### src/rtl/fir32_ctrl.sv
// fir32_ctrl
// ----------
// Sequencer for the 32-tap matched-filter FIR of the 802.11b receiver.
// Samples from the decimator arrive over a valid/ready handshake. Each one is
// presented to the FIR as a one-cycle strobe, followed by GAP compute cycles.
// The FIR delay line has no reset, so the block clocks TAPS zero samples
// through it after reset and on every flush request. It also tracks pipeline
// warm-up and forwards filtered results with a one-cycle out_valid pulse.
//
// Optional feature: define FIR32_CTRL_RATE_CHECK_EN to add the input-rate
// checker behind rate_err. Without the macro, rate_err is tied to 0.
//
// Ports
//   clk         system clock (64 MHz for 32 MSps)
//   reset       asynchronous reset, active low
//   in_data     sample from the decimator
//   in_valid    in_data is valid
//   in_ready    controller accepts in_data this cycle
//   flush       synchronous request to zero the FIR delay line
//   fir_data    to FIR indata
//   fir_strobe  to FIR strobe_in
//   fir_result  from FIR data_conv
//   out_data    filtered sample
//   out_valid   one-cycle pulse, out_data is valid
//   busy        flush in progress
//   rate_err    sticky input-rate violation
module fir32_ctrl #(
   parameter int TAPS     = 32,
   parameter int GAP      = 1,
   parameter int PIPE_LAT = 2
) (
   input  logic        clk,
   input  logic        reset,
   input  logic [15:0] in_data,
   input  logic        in_valid,
   output logic        in_ready,
   input  logic        flush,
   output logic [15:0] fir_data,
   output logic        fir_strobe,
   input  logic [15:0] fir_result,
   output logic [15:0] out_data,
   output logic        out_valid,
   output logic        busy,
   output logic        rate_err
);

   localparam int SW = $clog2(TAPS + PIPE_LAT + 1);
   localparam int ZW = $clog2(TAPS + 1);
   localparam int GW = (GAP > 1) ? $clog2(GAP) : 1;

   localparam logic [SW-1:0] SCNT_MAX = SW'(TAPS + PIPE_LAT);
   localparam logic [ZW-1:0] ZCNT_END = ZW'(TAPS);
   localparam logic [GW-1:0] GAP_LAST = GW'(GAP - 1);

   typedef enum logic [2:0] {
      IDLE,
      LOAD,
      COMP,
      FLUSH_LOAD,
      FLUSH_COMP
   } state_t;

   state_t        state, state_next;
   logic [GW-1:0] gcnt, gcnt_next;
   logic [ZW-1:0] zcnt, zcnt_next;
   logic [SW-1:0] scnt, scnt_next;
   logic          armed;
   logic          start_flush;
   logic          xfer;
   logic          gap_done;
   logic          capture;
   logic          ready_next;

   // Next-state logic. A flush request (or the automatic flush armed by reset)
   // overrides everything: any accepted-but-unloaded sample is dropped, while a
   // strobe already on the wire has been seen by the FIR and simply completes.
   // zcnt counts zero strobes issued, including the one being entered.
   // The output capture happens in the first compute cycle after a load, once
   // enough strobes have gone through for the FIR output to be meaningful.
   always_comb begin
      start_flush = flush || armed;
      xfer        = in_valid && in_ready;
      gap_done    = (gcnt == GAP_LAST);
      capture     = 1'b0;
      state_next  = state;
      gcnt_next   = gcnt;
      zcnt_next   = zcnt;
      scnt_next   = scnt;

      if (start_flush) begin
         state_next = FLUSH_LOAD;
         zcnt_next  = ZW'(1);
         scnt_next  = '0;
      end else begin
         case (state)
            IDLE: begin
               if (xfer) state_next = LOAD;
            end
            LOAD: begin
               state_next = COMP;
               gcnt_next  = '0;
            end
            COMP: begin
               if ((gcnt == '0) && (scnt >= SCNT_MAX)) capture = 1'b1;
               if (gap_done) state_next = xfer ? LOAD : IDLE;
               else          gcnt_next  = gcnt + GW'(1);
            end
            FLUSH_LOAD: begin
               state_next = FLUSH_COMP;
               gcnt_next  = '0;
            end
            FLUSH_COMP: begin
               if (gap_done) begin
                  if (zcnt == ZCNT_END) begin
                     state_next = IDLE;
                     scnt_next  = '0;
                  end else begin
                     state_next = FLUSH_LOAD;
                     zcnt_next  = zcnt + ZW'(1);
                  end
               end else begin
                  gcnt_next = gcnt + GW'(1);
               end
            end
            default: begin
               state_next = FLUSH_LOAD;
               zcnt_next  = ZW'(1);
               scnt_next  = '0;
            end
         endcase
      end

      if ((state_next == LOAD) && (scnt != SCNT_MAX)) scnt_next = scnt + SW'(1);

      ready_next = (state_next == IDLE) ||
                   ((state_next == COMP) && (gcnt_next == GAP_LAST));
   end

   // State and registered outputs. Outputs are computed from the state being
   // entered so they line up with the state itself. Reset leaves the machine
   // armed with all outputs low; the first edge after release starts the
   // mandatory zero flush, because the FIR tap memory powers up undefined.
   always_ff @(posedge clk or negedge reset) begin
      if (!reset) begin
         state      <= FLUSH_LOAD;
         armed      <= 1'b1;
         gcnt       <= '0;
         zcnt       <= '0;
         scnt       <= '0;
         in_ready   <= 1'b0;
         fir_data   <= '0;
         fir_strobe <= 1'b0;
         out_data   <= '0;
         out_valid  <= 1'b0;
         busy       <= 1'b0;
      end else begin
         state      <= state_next;
         armed      <= 1'b0;
         gcnt       <= gcnt_next;
         zcnt       <= zcnt_next;
         scnt       <= scnt_next;
         in_ready   <= ready_next;
         fir_strobe <= (state_next == LOAD) || (state_next == FLUSH_LOAD);
         busy       <= (state_next == FLUSH_LOAD) || (state_next == FLUSH_COMP);
         out_valid  <= capture;
         if (state_next == LOAD)            fir_data <= in_data;
         else if (state_next == FLUSH_LOAD) fir_data <= '0;
         if (capture) out_data <= fir_result;
      end
   end

`ifdef FIR32_CTRL_RATE_CHECK_EN
   localparam int RW = $clog2(GAP + 3);
   localparam logic [RW-1:0] RATE_OK  = RW'(GAP + 1);
   localparam logic [RW-1:0] RATE_SAT = RW'(GAP + 2);

   logic [RW-1:0] rcnt;
   logic          have_prev;

   // Input-rate checker. rcnt counts cycles since the previous accepted
   // transfer and saturates just above the legal spacing so long pauses still
   // read as a violation. A flush forgets the previous transfer, so the first
   // sample after it is never judged.
   always_ff @(posedge clk or negedge reset) begin
      if (!reset) begin
         rcnt      <= '0;
         have_prev <= 1'b0;
         rate_err  <= 1'b0;
      end else if (start_flush) begin
         have_prev <= 1'b0;
      end else if (xfer) begin
         if (have_prev && (rcnt != RATE_OK)) rate_err <= 1'b1;
         have_prev <= 1'b1;
         rcnt      <= RW'(1);
      end else if (rcnt != RATE_SAT) begin
         rcnt <= rcnt + RW'(1);
      end
   end
`else
   assign rate_err = 1'b0;
`endif

endmodule

### config.mk
export PLATFORM = sky130hd
export DESIGN_NAME = fir32_ctrl
export DESIGN_NICKNAME = d
export VERILOG_FILES = /design/src/rtl/fir32_ctrl.sv
export SDC_FILE = /design/constraint.sdc
export NUM_CORES = 1
export LEC_CHECK = 0
export CAP_MARGIN = 10
export CORE_ASPECT_RATIO = 1.2
export CORE_MARGIN = 2
export CORE_UTILIZATION = 49
export CTS_CLUSTER_SIZE = 12
export DETAILED_ROUTE_END_ITERATION = 7
export PLACE_DENSITY = 0.87
export SYNTH_ARGS = -nofsm -noshare
export SYNTH_HDL_FRONTEND = slang
export SYNTH_SLANG_ARGS = --single-unit
### constraint.sdc
create_clock -name clk -period 5.6 [get_ports clk]
set_input_delay 1.12 -clock clk [delete_from_list [all_inputs] [get_ports clk]]
set_output_delay 1.12 -clock clk [all_outputs]
set_load 0.01 [all_outputs]
==> qor.txt, run 1 <==
Vias in the first global route = 1809
Fraction of layout cells with a size suffix above 1 = 0.0655
Starting DRC count in detailed routing = 107
Later-pin clock latency in the skew report = 0.31 ns
Crit path depth = 6
Vias after detailed routing = 1830
Cells along the critical path = clkdlybuf4s50_1, nand4bb_1, o211ai_1, and4b_1, nand2_4, o221ai_2
Clk slew on worst S/H paths = 0.09 ns
Max-slew violations = 0
CTS Buf Count = 5
Synthesized area = 0.00230 mm²
Worst flop-to-flop path endpoint = scnt[5]
Critical Path Start Type = primary input
Final critical delay including setup and external delays = 2.81 ns
Overall Power = 692 µW
Clk root buf = clkbuf_8
Detailed-placement wirelength estimate = 3560 µm
Total Negative Setup Slacks = 0 ns
Total Routed Length = 4920 µm
DR top layer = met4
Number of standard cells after synthesis = 217
Worst Max-Slew Pin Slew = 0.786 ns
TritonRoute pass-1 iters = 4
Highest ir drop seen on vdd = 0.000163 V
Setup violation total in the final timing report = 0
Power density cells = 222 mW/mm²
Crit path max fanout = 20
CP Data Arrival Time = 3.04 ns
Metal2 WL = 2500 µm
Largest net degree at the start of global routing = 54
Critical path's top delay family = simple AND/OR/NAND/NOR gates
Global-route usage over all layers = 0.209
Leakage = 0.00143 µW
Max-slew headroom = 0.476
Area growth, synth to finish = 35.6%
Final setup slack of the worst path = 2.79 ns
Internal reg-to-reg setup slack = 3.29 ns
Max stage delay on crit path = 0.77 ns
Library cell with the largest summed area after synthesis = dfrtp_1
Max Buffers Root-to-Sink = 2
Sequential share of the synthesized area = 0.579
DR WL met3 = 258 µm
Critical path required time = 5.83 ns
Class of the tightest hold or removal check = flop to flop
Met1 WL = 1980 µm
Antenna Violating Nets Remaining = 0
Critical path endpoint category = flop
Detail-routed net length per standard cell = 14.1 µm
Placer Congestion = 0.794
Total congestion overflow after global routing = 0
Tcrit/Tclk final = 0.502
Core Rows = 27
Synthesis Warnings = 0
Cell type of the slowest stage on the worst timing path = and4b_1
Core area = 0.00456 mm²
Ports placed on the boundary = 73
Number of H-tree branching levels = 2
Run status = completed
Largest clock skew in the final design = 0.0101 ns
Number of violations of the max-capacitance limit = 0
CP Buf/Inv Count = 1
Final Hold Fails = 0
Post-CTS setup buffer count = 0
Hold Path Depth = 2
Worst setup slack before clock tree synthesis = 2.46 ns
Type of the setup path with the least slack = primary input to flop
Starting Density = 0.504
Clk pwr share = 0.305
Antenna violations before repair = 0
Filler cell count in the final layout = 356
Critical path startpoint = in_valid
Port-buffer cells = 71
Unrepaired setup endpoints after global routing = false
Post-synth cell types = 43
Fraction of post-synthesis cell area in the top cell type by area = 0.544
DRC violation count after routing = 0
Switch share = 0.238
Vias per cell = 5.26
Cell internal power dissipation = 528 µW
CTS tree = yes
Sequential Power Share = 0.580
Number of cell instances on the worst register-to-register path = 7
Hold Buf Count CTS = 0
Net count, final = 329
Worst flop-to-flop path startpoint = zcnt[0]
Worst Min Path Start = out_data[11]
Maximum operating frequency = 0.356 GHz
Die ar. = 0.00526 mm²
Relative contribution of combinational cells to total power = 0.115
Wire length of the first global-routing pass = 8360 µm
Die extent in x = 66.5 µm
Total of flip-flops plus latches after synthesis = 53
Cell types with the largest area share after synthesis = dfrtp_1 54%, nand2_1 8.5%, a22o_1 6.5%
Vert. Die Dim = 79.0 µm
Switching power = 164 µW
Worst Hold Endpoint = out_data[11]
Sink Count = 53
Average instance area after synthesis = 10.6 µm²
Number of gates resized after CTS = 0
Count of inserted antenna diode cells = 0
-- final cells by class --
class                   count  area [µm²]  share of cell area
flip-flops and latches     53        1330               0.427
inverters                  10        37.5              0.0120
multi-input cells         147         877               0.281
repair buffers             72         713               0.229
clock buffers               6        72.6              0.0233
clock inverters             2        13.8             0.00442
well taps                  58        72.6              0.0233
-- logic make-up (layout without fill, tap and decap cells) --
logic type | after synthesis | count (layout) | synth area share
compound gates | 40 | 40 | 0.134
simple gates | 97 | 97 | 0.207
mux | 1 | 1 | 0.00436
other cells | 1 | 2 | 0.00163
fa+ha+maj | 4 | 4 | 0.0218
xor+xnor | 3 | 3 | 0.0114
flops | 53 | 53 | 0.579
buf+inv | 18 | 90 | 0.0414
-- registers in the layout, indices dropped and copies added (netlist names) --
signal	flops
armed	1
busy	1
fir_data	16
fir_strobe	1
gcnt	1
in_ready	1
out_data	16
out_valid	1
scnt	6
state	3
zcnt	6
-- layout by cell type (no fill, tap or decap), types with 4 or more instances in the layout --
cell / instances
clkdlybuf4s50_1: 70
o21ai_1: 5
nand2_1: 52
dfrtp_1: 50
a22o_1: 17
inv_1: 10
ha_1: 4
nor2_1: 9
clkbuf_8: 5
nor3_1: 5
o21ai_0: 5
nand3_1: 7
-- worst max-delay path by stage --
stage                  end
6_report           scnt[5]
5_1_grt            scnt[1]
4_1_cts            scnt[5]
3_5_place_dp       scnt[5]
3_3_place_gp       scnt[5]
2_1_floorplan  out_data[0]
-- worst reg2reg max path: stages (launching register included) --
cell      delay (ns)
dfrtp_1         0.43
inv_1           0.08
ha_1            0.14
nor4b_2         0.33
a21oi_4         0.16
and4b_1         0.80
nand2_4         0.11
o221ai_2        0.21
-- metrics by stage --
stage | hold slack, ns | utilization | std cells | instance area (µm²)
2_1_floorplan | 0.488 | - | 218 | 2300
5_1_grt | 0.508 | 0.683 | 348 | 3120
3_5_place_dp | 0.454 | 0.664 | 340 | 3030
4_1_cts | 0.476 | 0.683 | 348 | 3120
6_report | 0.472 | 0.683 | 348 | 3120
3_3_place_gp | 0.450 | 0.664 | 340 | 3030
-- cells in the mapped netlist (all sizes together) --
cell,count
o221ai,1
or4b,1
nand2b,2
and3,2
a22o,17
nand4,1
dfrtp,50
and2,3
dfstp,3
and4,1
conb,1
ha,4
mux2i,1
o2111ai,1
nor2b,2
nand4b,1
xor2,3
nor2,11
o31ai,1
clkbuf,3
nor4,1
a31oi,2
o21ai,10
nor4b,1
nor3,5
o211ai,3
a21o,1
a32oi,1
nand4bb,1
nand2,53
or3,3
nand3,7
a21oi,3
and4b,1
inv,10
nand3b,1
buf,5
-- layer usage --
layer	track usage	vias up
met1	0.264	857
met2	0.333	67
li1	-	888
met3	0.0510	18
met4	0.104	0
met5	0	-
-- power by group through the flow --
stage | clock network (µW) | logic, µW | registers, µW
floorplan | 0 | 27.0 | 411
global placement | 0 | 78.7 | 409
detailed placement | 0 | 80.2 | 409
CTS | 218 | 80.9 | 401
global route | 237 | 87.6 | 403
finish | 211 | 79.7 | 401
No activity file was read; power rests on OpenSTA's default activity.
==> run 2, diff against run 1 <==
CORE_UTILIZATION = 41   (was 49)
PLACE_DENSITY = 0.78   (was 0.87)
clock period = 2.5 ns   (was 5.6 ns; I/O delays follow)
==> run 2 against run 1 <==
  * Combinational power up 130%
  * Critical path type is now flop to flop
  * Clock skew down 0.0031 ns
  * Largest power group unchanged
  * Total power up 130%
  * Clock-buffer cell count down 1
  * Die area up 18%
  * Cell area up 1.9%
  * First-iteration DRC count up 7.5%
  * Clock power up 130%
  * Sequential power up 120%
==> qor.txt, run 2 (synthesized netlist as in run 1, its figures left out) <==
Area growth, synth to finish = 38.2%
Post-CTS setup buffer count = 0
Maximum operating frequency = 0.481 GHz
Die extent in x = 72.4 µm
Critical path required time = 2.68 ns
Hold Buf Count CTS = 0
Most frequent standard cell in the layout excluding fill and tap cells = clkdlybuf4s50_1
Port-buffer cells = 71
Vias per cell = 5.04
TritonRoute pass-1 iters = 4
Global-route usage over all layers = 0.172
Run status = completed
Number of violations of the max-capacitance limit = 0
Count of inserted antenna diode cells = 0
Largest net degree at the start of global routing = 29
Leakage = 0.00146 µW
Setup violation total in the final timing report = 0
Leading cell types in the layout, fill and taps excluded = 70 x clkdlybuf4s50_1, 52 x nand2_1, 50 x dfrtp_1
Fraction of layout cells with a size suffix above 1 = 0.0847
CP Data Arrival Time = 2.26 ns
Setup crit end = scnt[5]
Die ar. = 0.00622 mm²
Tcrit/Tclk final = 0.832
Highest ir drop seen on vdd = 0.000412 V
Worst flop-to-flop path startpoint = zcnt[0]
Unrepaired setup endpoints after global routing = false
Max-slew violations = 0
Starting Density = 0.431
Crit path max fanout = 9
Ports placed on the boundary = 73
Internal reg-to-reg setup slack = 0.42 ns
Clk root buf = clkbuf_8
Biggest registers after layout = fir_data: 16 flops, out_data: 16 flops
Number of cell instances on the worst register-to-register path = 7
Antenna violations before repair = 0
CTS tree = yes
Worst flop-to-flop path endpoint = scnt[5]
Finished Core Util = 0.595
Cell type of the slowest stage on the worst timing path = dfrtp_1
Cells along the critical path = inv_1, ha_1, nor4b_2, a21oi_4, nand4b_1, o21ai_1, o221ai_2
Net count, final = 334
Sink Count = 53
Vias in the first global route = 1824
Core area = 0.00533 mm²
Placer Congestion = 0.804
CP Buf/Inv Count = 1
Critical path endpoint category = flop
Vias after detailed routing = 1801
Detailed-placement wirelength estimate = 3750 µm
Power density cells = 493 mW/mm²
Critical path's top delay family = compound AO/OA/AOI/OAI gates
Detail-routed net length per standard cell = 14.1 µm
Class of the tightest hold or removal check = primary input to async pin
Wire length of the first global-routing pass = 8360 µm
Starting DRC count in detailed routing = 115
Crit path depth = 7
Total Routed Length = 5030 µm
Total congestion overflow after global routing = 0
Antenna Violating Nets Remaining = 0
Core Rows = 29
Final critical delay including setup and external delays = 2.08 ns
Critical path startpoint = zcnt[0]
Max-slew headroom = 0.613
Clk slew on worst S/H paths = 0.09 ns
Total Negative Setup Slacks = 0 ns
Number of H-tree branching levels = 2
Largest clock skew in the final design = 0.00705 ns
Number of gates resized after CTS = 0
Max Buffers Root-to-Sink = 2
Critical Path Start Type = flop
Later-pin clock latency in the skew report = 0.31 ns
CTS Buf Count = 5
Worst Max-Slew Pin Slew = 0.581 ns
Max stage delay on crit path = 0.43 ns
DRC violation count after routing = 0
Type of the setup path with the least slack = flop to flop
Vert. Die Dim = 86.0 µm
Final Hold Fails = 0
[run 2: stage by stage]
stage	std cells	power (µW)	setup slack (ns)	hold slack (ns)	cell area, µm²
after floorplan	218	981	0.605	0.204	2300
after global placement	349	1100	0.246	0.448	3090
after detailed placement	349	1100	0.184	0.455	3090
after CTS	357	1590	0.402	0.189	3180
after global routing	357	1640	0.162	0.207	3180
final	357	1570	0.421	0.180	3180
[run 2: worst min-delay path by stage]
| stage | start | depth (start not counted) | slack (ns) | endpoint |
|---|---|---|---|---|
| CTS | reset | 1 | 0.19 | zcnt[4] |
| global placement | out_data[10] | 2 | 0.45 | out_data[10] |
| detailed placement | out_data[0] | 2 | 0.46 | out_data[0] |
| floorplan | reset | 0 | 0.20 | busy |
| global route | reset | 1 | 0.21 | zcnt[4] |
| finish | reset | 1 | 0.18 | zcnt[4] |
[run 2: area by class of cell]
class	instances	area, µm²
well taps	62	77.6
clock inverters	3	21.3
repair buffers	77	763
inverters	10	37.5
clock buffers	5	68.8
flip-flops and latches	53	1330
multi-input cells	147	877
fillers	468	2160
[run 2: per-layer routing]
layer | vias up | share of wire | GRT usage
li1 | 893 | - | -
met1 | 842 | 0.42 | 0.213
met4 | 0 | 0.030 | 0.0738
met2 | 53 | 0.50 | 0.289
met3 | 13 | 0.044 | 0.0364
met5 | - | 0 | 0
[run 2: power breakdown]
group | leakage, µW | switching, µW | internal (µW)
clock | 0.0000445 | 283 | 199
combinational | 0.000702 | 79.2 | 105
sequential | 0.000710 | 17.3 | 882
[run 2: worst reg2reg max path: cells and delay by family, from the launching register on]
kind            cells  cell delay [ns]
fa+ha+maj           1             0.13
compound gates      3             0.73
flops               1             0.43
buf+inv             1             0.07
simple gates        2             0.59
==> run 3, diff against run 2 <==
clock period = 1.9 ns   (was 2.5 ns; I/O delays follow)
==> run 3 against run 2 <==
  * Final cell count is 6.7% higher
  * Sequential power grew 31%
  * Maximum frequency rose by 11%
  * Clock power grew 58%
  * Critical path type unchanged
  * Largest power group unchanged
  * Highest routed layer unchanged
==> qor.txt, run 3 (synthesized netlist as in run 1, its figures left out) <==
Max-slew violations = 0
Max stage delay on crit path = 0.53 ns
Biggest registers after layout = fir_data: 16 flops, out_data: 16 flops
Vias per cell = 5.12
Die ar. = 0.00622 mm²
Worst flop-to-flop path endpoint = fir_data[13]
DRC violation count after routing = 0
Placer Congestion = 0.850
Number of H-tree branching levels = 2
CTS Buf Count = 5
Maximum operating frequency = 0.533 GHz
CTS tree = yes
Core area = 0.00533 mm²
Crit path max fanout = 9
Worst setup slack before clock tree synthesis = -0.0793 ns
Ports placed on the boundary = 73
Highest ir drop seen on vdd = 0.000494 V
Cell type of the slowest stage on the worst timing path = or4b_4
Critical path's top delay family = simple AND/OR/NAND/NOR gates
Clk root buf = clkbuf_8
Sink Count = 53
Total congestion overflow after global routing = 0
Port-buffer cells = 71
Antenna Violating Nets Remaining = 0
Unrepaired setup endpoints after global routing = true
Critical path endpoint category = flop
Post-route design area = 0.00343 mm²
Class of the tightest hold or removal check = primary input to async pin
Cell area after placement = 0.00325 mm²
Type of the setup path with the least slack = flop to flop
Total Routed Length = 5370 µm
Vias in the first global route = 1921
Detailed-placement wirelength estimate = 3970 µm
Starting Density = 0.431
Number of violations of the max-capacitance limit = 0
Fraction of layout cells with a size suffix above 1 = 0.157
Largest clock skew in the final design = 0.00620 ns
Clk slew on worst S/H paths = 0.09 ns
Run status = completed
Net count, final = 358
Largest net degree at the start of global routing = 31
Cells along the critical path = or4b_4, a21oi_4, and4b_2, buf_6, a22o_1
Critical path required time = 2.10 ns
Filler cell count in the final layout = 425
Setup violation total in the final timing report = 0
Later-pin clock latency in the skew report = 0.31 ns
Leakage = 0.00160 µW
Max Buffers Root-to-Sink = 2
Power density cells = 649 mW/mm²
Detail-routed net length per standard cell = 14.1 µm
Starting DRC count in detailed routing = 80
TritonRoute pass-1 iters = 4
Count of inserted antenna diode cells = 0
Internal reg-to-reg setup slack = 0.02 ns
Leading cell types in the layout, fill and taps excluded = 70 x clkdlybuf4s50_1, 52 x nand2_1, 50 x dfrtp_1
Critical Path Start Type = flop
Worst hold slack = 0.415 ns
Final setup slack of the worst path = 0.0241 ns
Die extent in x = 72.4 µm
Global-route usage over all layers = 0.186
Tcrit/Tclk final = 0.987
Antenna violations before repair = 0
Vias after detailed routing = 1949
Core Rows = 29
CP Data Arrival Time = 2.07 ns
Area growth, synth to finish = 49.4%
Number of cell instances on the worst register-to-register path = 5
Worst flop-to-flop path startpoint = state[1]
Most frequent standard cell in the layout excluding fill and tap cells = clkdlybuf4s50_1
Vert. Die Dim = 86.0 µm
CP Buf/Inv Count = 1
Final Hold Fails = 0
Final critical delay including setup and external delays = 1.88 ns
Wire length of the first global-routing pass = 9100 µm
[run 3: stage by stage]
| step | total power, µW | std cells | util | setup TNS, ns |
|---|---|---|---|---|
| finish | 2230 | 381 | 0.644 | 0 |
| global route | 2330 | 381 | 0.644 | -0.387 |
| CTS | 2260 | 378 | 0.636 | 0 |
| detailed placement | 1480 | 367 | 0.608 | -0.536 |
| global placement | 1480 | 367 | 0.608 | -0.168 |
| floorplan | 1290 | 218 | - | 0 |
[run 3: worst reg2reg max path, stage by stage (launching register included)]
cell and delay, ns:
dfstp_2 0.40, or4b_4 0.53, a21oi_4 0.19, and4b_2 0.30, buf_6 0.15, a22o_1 0.19
[run 3: layout make-up]
cell class | instances | area, µm² | area share
tap | 62 | 77.6 | 0.0226
clock buffer | 6 | 72.6 | 0.0211
sequential | 53 | 1330 | 0.387
timing repair buffer | 101 | 982 | 0.286
clock inverter | 2 | 38.8 | 0.0113
multi-input combinational | 147 | 896 | 0.261
inverter | 10 | 37.5 | 0.0109
[run 3: layer usage]
layer	vias up	wire (µm)	track usage
li1	947	-	-
met1	945	2270	0.233
met2	51	2770	0.312
met3	6	245	0.0423
met4	0	85	0.0686
met5	-	0	0
[run 3: how the worst max path moves through the flow]
stage | from | end | cells past startpoint
after floorplan | state[0] | scnt[1] | 7
after global placement | in_valid | scnt[5] | 7
after detailed placement | in_valid | scnt[5] | 7
after CTS | state[1] | fir_data[13] | 5
after global routing | state[1] | scnt[2] | 6
final | state[1] | fir_data[13] | 5
[run 3: what timing repair did]
item,CTS,global route
hold buffers,1,0
setup buffers,2,3
endpoints found under the hold margin,3,0
gates resized for setup,1,6
endpoints found under the setup margin,21,23
pin swaps,0,1
[run 3: power breakdown]
group / leakage (µW) / internal [µW] / switching (µW) / total (µW)
clock network: 0.0000554 / 396 / 364 / 760
registers: 0.000710 / 1160 / 19.4 / 1180
logic: 0.000832 / 170 / 118 / 288
total: 0.00160 / 1730 / 502 / 2230
